--- config.mk ---
export PLATFORM = sky130hd
export DESIGN_NAME = drink_dispenser
export DESIGN_NICKNAME = d
export VERILOG_FILES = /design/src/rtl/drink_dispenser.sv
export SDC_FILE = /design/constraint.sdc
export NUM_CORES = 1
export LEC_CHECK = 0
export BUFFER_PORTS_ARGS = -buffer_cell sky130_fd_sc_hd__buf_2
export CORE_MARGIN = 2
export CORE_UTILIZATION = 50
export DETAILED_ROUTE_END_ITERATION = 7
export GPL_ROUTABILITY_DRIVEN = 0
export PLACE_DENSITY_LB_ADDON = 0.3
export SKIP_LAST_GASP = 1
export SLEW_MARGIN = 30
export SYNTH_ARGS = -nofsm -noshare
export SYNTH_HDL_FRONTEND = slang
export SYNTH_SLANG_ARGS = --single-unit
export TNS_END_PERCENT = 1
--- constraint.sdc ---
create_clock -name clk -period 5.9 [get_ports clk]
set_clock_uncertainty 0.1 [all_clocks]
set_input_delay 1.475 -clock clk [delete_from_list [all_inputs] [get_ports clk]]
set_output_delay 1.475 -clock clk [all_outputs]
set_load 0.03 [all_outputs]
--- src/rtl/drink_dispenser.sv ---
// Dispense-mechanism controller: runs the motor until a can drops, answers with a fin pulse, tracks stock.
// Optional jam timeout enabled by defining DRINK_JAM_TIMEOUT_EN.
module drink_dispenser #(
    parameter int unsigned MOTOR_CYCLES   = 16,
    parameter int unsigned TIMEOUT_CYCLES = 255,
    parameter int unsigned FIN_HOLD       = 8,
    parameter int unsigned STOCK_W        = 4,
    parameter int unsigned STOCK_INIT     = 10
) (
    input  logic               clk,
    input  logic               rst,
    input  logic               drink_contral,
    input  logic               drop_sensor,
    input  logic               refill,
    output logic               motor_on,
    output logic               drink_output_fin,
    output logic               empty,
    output logic               jam,
    output logic [STOCK_W-1:0] stock
);

    localparam int unsigned RUN_W = $clog2(TIMEOUT_CYCLES + 1);
    localparam int unsigned LEN_W = RUN_W + 1;
    localparam int unsigned FIN_W = (FIN_HOLD > 1) ? $clog2(FIN_HOLD) : 1;

    typedef enum logic [2:0] {
        S_IDLE,
        S_RUN,
        S_FIN,
        S_WAIT_REL,
        S_JAM
    } state_t;

    state_t             state_q, state_d;
    logic [RUN_W-1:0]   run_cnt_q, run_cnt_d;
    logic [FIN_W-1:0]   fin_cnt_q, fin_cnt_d;
    logic [STOCK_W-1:0] stock_q, stock_d;
    logic               drop_seen_q, drop_seen_d;
    logic               motor_q, motor_d;
    logic               fin_q, fin_d;
    logic               empty_q, empty_d;
    logic               jam_q, jam_d;
    logic               sync1_q, sync2_q, sync3_q;

    logic               drop_evt_c;
    logic [LEN_W-1:0]   run_len_c;
    logic               min_done_c;
    logic               timeout_c;

    // Two-flop synchronizer plus one history flop for rising-edge detection
    always_ff @(posedge clk or negedge rst) begin
        if (!rst) begin
            sync1_q <= 1'b0;
            sync2_q <= 1'b0;
            sync3_q <= 1'b0;
        end else begin
            sync1_q <= drop_sensor;
            sync2_q <= sync1_q;
            sync3_q <= sync2_q;
        end
    end

    assign drop_evt_c = sync2_q & ~sync3_q;

    // Number of RUN cycles including the current one
    assign run_len_c  = LEN_W'(run_cnt_q) + LEN_W'(1);
    assign min_done_c = (run_len_c >= LEN_W'(MOTOR_CYCLES));

`ifdef DRINK_JAM_TIMEOUT_EN
    assign timeout_c  = (run_len_c >= LEN_W'(TIMEOUT_CYCLES));
`else
    assign timeout_c  = 1'b0;
`endif

    always_ff @(posedge clk or negedge rst) begin
        if (!rst) begin
            state_q     <= S_IDLE;
            run_cnt_q   <= '0;
            fin_cnt_q   <= '0;
            stock_q     <= STOCK_W'(STOCK_INIT);
            drop_seen_q <= 1'b0;
            motor_q     <= 1'b0;
            fin_q       <= 1'b0;
            empty_q     <= (STOCK_INIT == 0);
            jam_q       <= 1'b0;
        end else begin
            state_q     <= state_d;
            run_cnt_q   <= run_cnt_d;
            fin_cnt_q   <= fin_cnt_d;
            stock_q     <= stock_d;
            drop_seen_q <= drop_seen_d;
            motor_q     <= motor_d;
            fin_q       <= fin_d;
            empty_q     <= empty_d;
            jam_q       <= jam_d;
        end
    end

    always_comb begin
        state_d     = state_q;
        run_cnt_d   = run_cnt_q;
        fin_cnt_d   = fin_cnt_q;
        stock_d     = stock_q;
        drop_seen_d = drop_seen_q;

        case (state_q)
            S_IDLE: begin
                if (refill) begin
                    stock_d = STOCK_W'(STOCK_INIT);
                end else if (drink_contral && (stock_q != '0)) begin
                    state_d     = S_RUN;
                    run_cnt_d   = '0;
                    drop_seen_d = 1'b0;
                end
            end

            S_RUN: begin
                if (drop_evt_c) begin
                    drop_seen_d = 1'b1;
                end
`ifdef DRINK_JAM_TIMEOUT_EN
                run_cnt_d = RUN_W'(run_len_c);
`else
                // Only the minimum-time comparison matters, so stop counting there
                if (run_len_c <= LEN_W'(MOTOR_CYCLES)) begin
                    run_cnt_d = RUN_W'(run_len_c);
                end
`endif
                // A drop landing in the timeout cycle beats the jam
                if ((drop_seen_q && min_done_c) || (timeout_c && drop_evt_c)) begin
                    state_d   = S_FIN;
                    fin_cnt_d = '0;
                    stock_d   = stock_q - STOCK_W'(1);
                end else if (timeout_c) begin
                    state_d = S_JAM;
                end
            end

            S_FIN: begin
                if (fin_cnt_q == FIN_W'(FIN_HOLD - 1)) begin
                    state_d = S_WAIT_REL;
                end else begin
                    fin_cnt_d = fin_cnt_q + FIN_W'(1);
                end
            end

            S_WAIT_REL: begin
                if (!drink_contral) begin
                    state_d = S_IDLE;
                end
            end

            S_JAM: begin
                if (refill) begin
                    state_d = S_IDLE;
                    stock_d = STOCK_W'(STOCK_INIT);
                end
            end

            default: begin
                state_d = S_IDLE;
            end
        endcase

        // Outputs are registered copies of what the next state implies
        motor_d = (state_d == S_RUN);
        fin_d   = (state_d == S_FIN);
        empty_d = (stock_d == '0);
`ifdef DRINK_JAM_TIMEOUT_EN
        jam_d   = (state_d == S_JAM);
`else
        jam_d   = 1'b0;
`endif
    end

    assign motor_on         = motor_q;
    assign drink_output_fin = fin_q;
    assign empty            = empty_q;
    assign jam              = jam_q;
    assign stock            = stock_q;

endmodule

# After elaboration in Yosys (flattened, before gate mapping)
# Index checks and enable logic that the tools add are counted.
[classes]
eq_ne = 13
n_bitwise = 2
n_reduce_logical = 11
n_mux = 21
addsub = 3
n_lt_le_gt_ge = 2
[op_table]
columns = ["cell", "count"]
rows = [
  ["3-bit two-way mux", 8],
  ["8-bit two-way mux", 3],
  ["8-bit case mux with 2 select lines", 1],
  ["3-bit case mux with 5 select lines", 1],
  ["2-bit inequality test (second input constant)", 6],
  ["8-bit by 1-bit adder with 9-bit output (second input constant)", 1],
  ["3-bit by 2-bit == test with 1-bit output (second input constant)", 3],
  ["9-bit by 5-bit >= comparator with 1-bit output (second input constant)", 1],
  ["9-bit by 5-bit less-or-equal comparator with 1-bit output (second input constant)", 1],
  ["4-bit two-way mux", 2],
  ["4-bit case mux with 2 select lines", 1],
  ["4-bit AND reduction", 2],
  ["3-bit by 1-bit == test with 1-bit output (second input constant)", 2],
  ["3-bit == test (second input constant)", 2],
  ["3-bit case mux with 2 select lines", 1],
  ["4-bit zero test", 1],
  ["2-bit nonzero test", 2],
  ["4-bit nonzero test", 1],
  ["4-bit by 1-bit subtractor with 4-bit output (second input constant)", 1],
  ["3-bit by 1-bit adder with 3-bit output (second input constant)", 1],
  ["3-bit zero test", 1],
  ["1-bit two-way mux", 3],
  ["3-bit AND reduction", 1],
  ["1-bit logical AND", 2],
  ["4 further kinds", 4],
]
[totals]
reg_bits = 25
output_inout_bits = 8
input_bits = 5
elab_cells = 63

# Depth between registers and ports, before layout
# Gate-level depths: netlist of the first run.
[depth]
depth_word = 6
depth_mapped = 7
depth_no_buf = 7

# Worst setup path after synthesis of the first run
# Ideal clock, no wire load.
[synth_timing]
kind = "input to register"
start = "input port refill"
end = "register run_cnt_q[2]"
slack_ns = 3.221
arrival_time_ns = 2.453
t_required_ns = 5.674
path_stages = 5
path_buffers = 0
setup_ns = 0.126
path_cell_list = "nor3_1 > nand4b_1 > o21ai_0 > o21ai_1 > a221o_1"
[synth_via]
elab_chain_cells = 2
[synth_lines]
columns = ["item", "line_no", "source"]
rows = [
  ["start: declaration", "14", "input logic refill,"],
  ["2-bit inequality test (no source line)", "n/a", ""],
  ["4-bit AND reduction (no source line)", "n/a", ""],
  ["end signal: assignment", "88", "run_cnt_q <= run_cnt_d;"],
  ["end: declaration", "35", "logic [RUN_W-1:0] run_cnt_q, run_cnt_d;"],
]
# Every way passes these cells.
# A chain may end at the register's enable or synchronous reset.

# Final worst setup path of the first run
[layout_timing]
start = "register stock_q[1] (netlist: stock[1])"
end = "output port stock[1]"
[layout_lines]
columns = ["item", "line_no", "source"]
rows = [
  ["start: declaration", "37", "logic [STOCK_W-1:0] stock_q, stock_d;"],
  ["start signal: assignment", "80", "stock_q <= STOCK_W'(STOCK_INIT);"],
  ["start signal: assignment", "90", "stock_q <= stock_d;"],
  ["end: declaration", "19", "output logic [STOCK_W-1:0] stock"],
]
# No word-level cell between the ends.

==> qor.yml, run 1 <==
layout_common_cells: "23 x dfrtp_1, 11 x buf_2, 10 x nand2_1"
slowest_stage: "dfstp_2"
p_leak_nw: 0.664
synthDistinctLibCells: 50
cts-buffers-inserted: 3
syn_nets: 147
insertedDiodeCount: 0
core_area_sq_mm: 0.00269
synth.avg_cell_area_sq_um: 10.1
status: "complete, no violations"
rr_startpoint: "run_cnt_q[0]"
min_from: "sync2_q"
slowest_delay_ns: 0.60
io_pins: 13
dp.final_hpwl_mm: 1.82
met2_length_mm: 1.15
finalSetupViolations: 0
clk-insertion-delay-late_ns: 0.32
slew_violations: 0
seq_area_sq_um: 628
worst_pin_slew_ns: 0.549
wl_met3_microns: 71
synth_flop_cell: "dfrtp_1"
cts.htree.levels: 1
clock-sinks: 25
yosys_warnings: 0
ant_nets: 0
cp_data_required_time_ns: 4.32
r2r.worst_path.cells: 6
maxSlewHeadroom_pct: 63.4
r2r_end: "fin_cnt_q[0]"
synthArstFlopShare_pct: 100
post_cts_buffers: 0
synth_edf_count: 0
die_w_microns: 56.6
routed-via-count: 1055
crit_type: "flop to output pin"
ir_drop_mv: 0.303
rrSetupSlack_ns: 3.49
initial_core_util_pct: 51.6
crit_chain: "buf_2"
cts.clk_slew.worst_paths_ns: 0.14
ys_seq_area_share_pct: 45.3
post-route-drc-count: 0
grt_max_degree: 26
ctsHoldBuffers: 0
end_kind: "output pin"
rows: 19
layout-drive-gt1-share_pct: 16.0
cts.repair.resized: 0
min_period_over_period_pct: 45.7
instances_no_fill: 175
grt_usage_pct: 16.6
syn_area_sq_mm: 0.00139
worstHoldEndpoint: "sync3_q"
first_pass_iters: 4
cap_violations: 0
multiInputGateArea_sq_um: 677
area_growth_pct: 5.33
highest_layer: "met4"
wl_met1_mm: 1.24
drt-total-wl_mm: 2.47
crit_buf_inv: 1
cts_tree: "yes"
hold_path.class: "flop to flop"
place_inst: 171
wire_per_inst_microns: 14.1
fillers: 237
crit_family: "flip-flops"
crit_path_start_kind: "flop"
antenna_found_initial: 0
grt_pass1_vias: 906
grt_setup_unrepaired: "false"
arrival_ns: 1.12
port_buffers: 11
synth_cells: 137
fp.dieH_microns: 56.6
cts_buffer_depth: 2
grt_pass1_wl_mm: 4.15
ys_ff_latch: 25
setup_tns_ns: 0
gr-total-overflow: 0
layout_min_cycle_time_ns: 2.70
vias_per_cell: 6.03
drt_iter0_drc: 33
nNetsFinal: 155
final_common_cell: "dfrtp_1"
max_freq_mhz: 371
powerDensity_mw_per_mm2: 428
die_area_sq_mm: 0.00321
hold_viol_final: 0
critPathMaxFanout: 5
cts_root_buf: "clkbuf_4"
holdPathStages: 0
[layout make-up]
cell class                      count  share of cell area [%]
Multi-Input combinational cell     95                    46.4
Inverter                            9                    2.32
Timing Repair Buffer               11                    3.77
Sequential cell                    25                    43.1
Tap cell                           31                    2.66
Clock buffer                        4                    1.80
[state kept, by name, indices dropped and copies added, names as in the netlist]
name / count
drink_output_fin: 1
drop_seen_q: 1
empty: 1
fin_cnt_q: 3
motor_on: 1
run_cnt_q: 8
state_q: 3
stock: 4
sync1_q: 1
sync2_q: 1
sync3_q: 1
[logic make-up after synthesis]
group / synth area share [%]
buffers and inverters: 5.78
AOI/OAI and AO/OA: 20.6
and+or+nand+nor: 20.4
muxes: 3.07
adders and majority gates: 4.52
DFF: 45.3
other: 0.271
[through the flow]
stage / setup slack [ns] / utilization [%] / power (mW) / hold WS (ns) / area, sq um
floorplan: 3.22 / - / 0.496 / 0.231 / 1390
global placement: 2.97 / 53.3 / 0.540 / 0.236 / 1430
detailed placement: 2.87 / 53.3 / 0.552 / 0.242 / 1430
CTS: 3.20 / 54.3 / 0.628 / 0.271 / 1460
global route: 3.11 / 54.3 / 0.679 / 0.276 / 1460
finish: 3.20 / 54.3 / 0.624 / 0.257 / 1460
[worst max path at each step]
stage          startpoint      endpoint  slack [ns]  cells after the start
6_report         stock[1]      stock[1]        3.20                      1
5_1_grt            refill  run_cnt_q[3]        3.11                      6
4_1_cts          stock[1]      stock[1]        3.20                      1
3_5_place_dp       refill  run_cnt_q[2]        2.87                      6
3_3_place_gp       refill  run_cnt_q[3]        2.97                      6
2_1_floorplan      refill  run_cnt_q[2]        3.22                      5
[worst register-to-register path, cell delays in order (launching register included)]
cell,delay [ns]
dfrtp_1,0.50
ha_1,0.34
a31oi_1,0.15
a21oi_1,0.35
o2111ai_1,0.22
a211oi_1,0.45
o21ai_0,0.15
[Yosys cell counts (all sizes together) (3+ instances only)]
cell	n	share of area (%)
inv	9	2.4
nor4	3	1.4
nand2	10	2.7
buf	6	2.8
dfrtp	23	42
o21ai	8	2.9
and2	5	2.3
nor2b	4	1.8
a21o	3	1.6
o211ai	3	1.6
a31oi	3	1.4
a21oi	8	3.7
ha	5	4.5
nor2	4	1.1
nor3	4	1.8
[power by group]
group | switching (mW) | internal [mW]
sequential | 0.0665 | 0.221
clock | 0.0488 | 0.0264
combinational | 0.153 | 0.108
[per-layer routing]
metal  global-route usage (%)  vias up
met5                        0        -
met4                     4.42        0
met3                     4.38        2
met2                     24.6       14
met1                     24.0      522
li1                         -      517
Note: power is estimated with default switching activity, not from simulation.
==> run 2: changes to the inputs <==
- ABC_AREA: default -> 1
- clock period: 5.9 -> 2.8 ns (I/O delays scaled with it)
==> run 2 against run 1 <==
Register-to-register slack got worse by 2.8 ns. Worst hold slack got worse by 0.016 ns. Utilization increased by 1.9 points. Synthesized cell count increased by 36%. Cell count increased by 32%. First-iteration DRC count increased by 12%. Critical path depth increased by 12. Die area increased by 2.6%. Combinational power increased to 2.8 times the previous value. Clock-buffer cell count decreased by 1. Cell area increased by 5.4%. Largest power group is now combinational cells.
==> qor.yml, run 2 <==
clkPwrFrac_pct: 10.7
status: "complete, no violations"
p_seq_share_pct: 39.8
routed-via-count: 1126
yosysMostFrequentCell: "nand2_1"
synth_common_cells: "45 x nand2_1, 37 x inv_1, 23 x dfrtp_1"
io_pins: 13
insertedDiodeCount: 0
synthDistinctLibCells: 32
synthArstFlopShare_pct: 100
p_leak_nw: 0.847
grt_usage_pct: 17.1
cts-buffers-inserted: 3
clock-sinks: 25
port_buffers: 11
die_area_sq_mm: 0.00329
maxSlewHeadroom_pct: 64.2
post_dp_cell_area_sq_mm: 0.00151
initial_core_util_pct: 52.1
ir_drop_mv: 0.664
p_sw_uw: 688
arrival_ns: 2.18
worst_pin_slew_ns: 0.538
r2r_end: "empty"
antenna_found_initial: 0
drt-total-wl_mm: 2.52
crit_path_start_kind: "flop"
post_cts_buffers: 0
final_common_cell: "nand2_1"
rows: 19
top_register: "run_cnt_q"
syn_area_sq_mm: 0.00142
powerDensity_mw_per_mm2: 952
cp_data_required_time_ns: 2.91
cts_tree: "yes"
layout_common_cells: "45 x nand2_1, 37 x inv_1, 23 x dfrtp_1"
largest_reg_flops: 8
core_area_sq_mm: 0.00273
intPower_uw: 775
nNetsFinal: 211
synthTopCellsByArea: "dfrtp_1 40%, nand2_1 12%, inv_1 9.8%, nand3_1 4.9%, nor2_1 4.5%"
max_freq_mhz: 485
comb_power_share_pct: 49.5
ant_nets: 0
syn_nets: 196
cts.repair.resized: 0
rr_startpoint: "run_cnt_q[0]"
cts.htree.levels: 1
end_kind: "flop"
rrSetupSlack_ns: 0.74
clk-insertion-delay-late_ns: 0.31
fp.dieH_microns: 57.4
synth_top_area_cell: "dfrtp_1"
post-route-drc-count: 0
ys_ff_latch: 25
ys_seq_area_share_pct: 44.1
critPathMaxFanout: 8
r2r.worst_path.cells: 13
first_pass_iters: 4
wire_per_inst_microns: 10.9
area_growth_pct: 8.00
synth_edf_count: 0
die_w_microns: 57.4
synth_cells: 186
cts_root_buf: "clkbuf_4"
layout_min_cycle_time_ns: 2.06
grt_pass1_vias: 1107
final_area_sq_mm: 0.00154
grt_max_degree: 26
finalSetupViolations: 0
slew_violations: 0
crit_type: "flop to flop"
drt_iter0_drc: 37
dp.final_hpwl_mm: 1.98
grt_pass1_wl_mm: 4.49
cts.clk_slew.worst_paths_ns: 0.14
ctsHoldBuffers: 0
swShare_pct: 47.0
cts_buffer_depth: 2
min_period_over_period_pct: 73.7
grt_setup_unrepaired: "false"
setup_tns_ns: 0
vias_per_cell: 4.87
yosys_warnings: 0
synth_flop_cell: "dfrtp_1"
layout-drive-gt1-share_pct: 17.0
cap_violations: 0
gr-total-overflow: 0
hold_viol_final: 0
synth.avg_cell_area_sq_um: 7.66
hold_path.class: "input port to asynchronous set/reset pin"
synth_top_area_share_pct: 40.4
[run 2: cell types whose count changed in the layout (fill, tap and decap cells not counted), moves of 4 or more]
cell and delta:
nor2b_1 -4, nand2_1 +35, nand2_2 +4, nor2_1 +13, and2_1 -5, a21oi_1 -5, nand3_1 +12, inv_1 +28
nor2_2 +7
[run 2: final cells by class]
cell class	instances	area, sq um
clock buffer	3	22.5
clock inverter	1	5.00
fill	247	1200
inverter	39	146
multi-input combinational	121	642
sequential	25	628
tap	31	38.8
timing repair buffer	11	55.1
[run 2: kinds of logic after synthesis]
group / synth area share, %
xor+xnor: 1.23
compound gates: 7.21
buf+inv: 10.8
other cells: 0.263
mux: 0.703
fa+ha+maj: 4.39
flops: 44.1
simple gates: 31.3
[run 2: per-stage QoR]
stage	total power, mW	utilization [%]	instances	worst slack (ns)	hold slack [ns]
2_1_floorplan	1.15	-	186	1.01	0.231
3_3_place_gp	1.30	55.2	227	0.891	0.238
3_5_place_dp	1.32	55.2	227	0.807	0.239
4_1_cts	1.48	56.2	231	0.766	0.262
5_1_grt	1.62	56.2	231	0.596	0.274
6_report	1.46	56.2	231	0.737	0.241
[run 2: how the worst max path moves through the flow]
stage / from / endpoint / slack (ns) / depth (start not counted)
floorplan: run_cnt_q[0] / empty / 1.01 / 13
global route: run_cnt_q[0] / empty / 0.60 / 13
detailed placement: run_cnt_q[0] / empty / 0.81 / 13
CTS: run_cnt_q[0] / empty / 0.77 / 13
global placement: run_cnt_q[0] / run_cnt_q[1] / 0.89 / 12
finish: run_cnt_q[0] / empty / 0.74 / 13
[run 2: power groups by stage]
stage / Combinational (mW) / Sequential (mW) / Clock [mW]
floorplan: 0.513 / 0.634 / 0
global placement: 0.715 / 0.581 / 0
detailed placement: 0.730 / 0.589 / 0
CTS: 0.731 / 0.581 / 0.164
global route: 0.839 / 0.599 / 0.177
finish: 0.725 / 0.582 / 0.157
[run 2: per-layer routing]
layer	wire [microns]	vias to the layer above	part of all wire, %	GRT usage (%)
met3	53	2	2.1	2.04
li1	-	599	-	-
met2	1250	11	49	29.4
met1	1200	514	48	21.6
met5	0	-	0	0
met4	17	0	0.67	7.64
[run 2: critical path, cell delays in order, from the launching register on]
cell and delay (ns):
dfrtp_1 0.46, ha_1 0.26, nand2_1 0.11, clkinv_1 0.09
nand2_1 0.07, nand2_1 0.09, nand2_1 0.08, nor2_2 0.04
nand2_2 0.07, nand3_2 0.16, o21ai_0 0.20, nand2_1 0.11
nand2_1 0.08, nor2_1 0.04
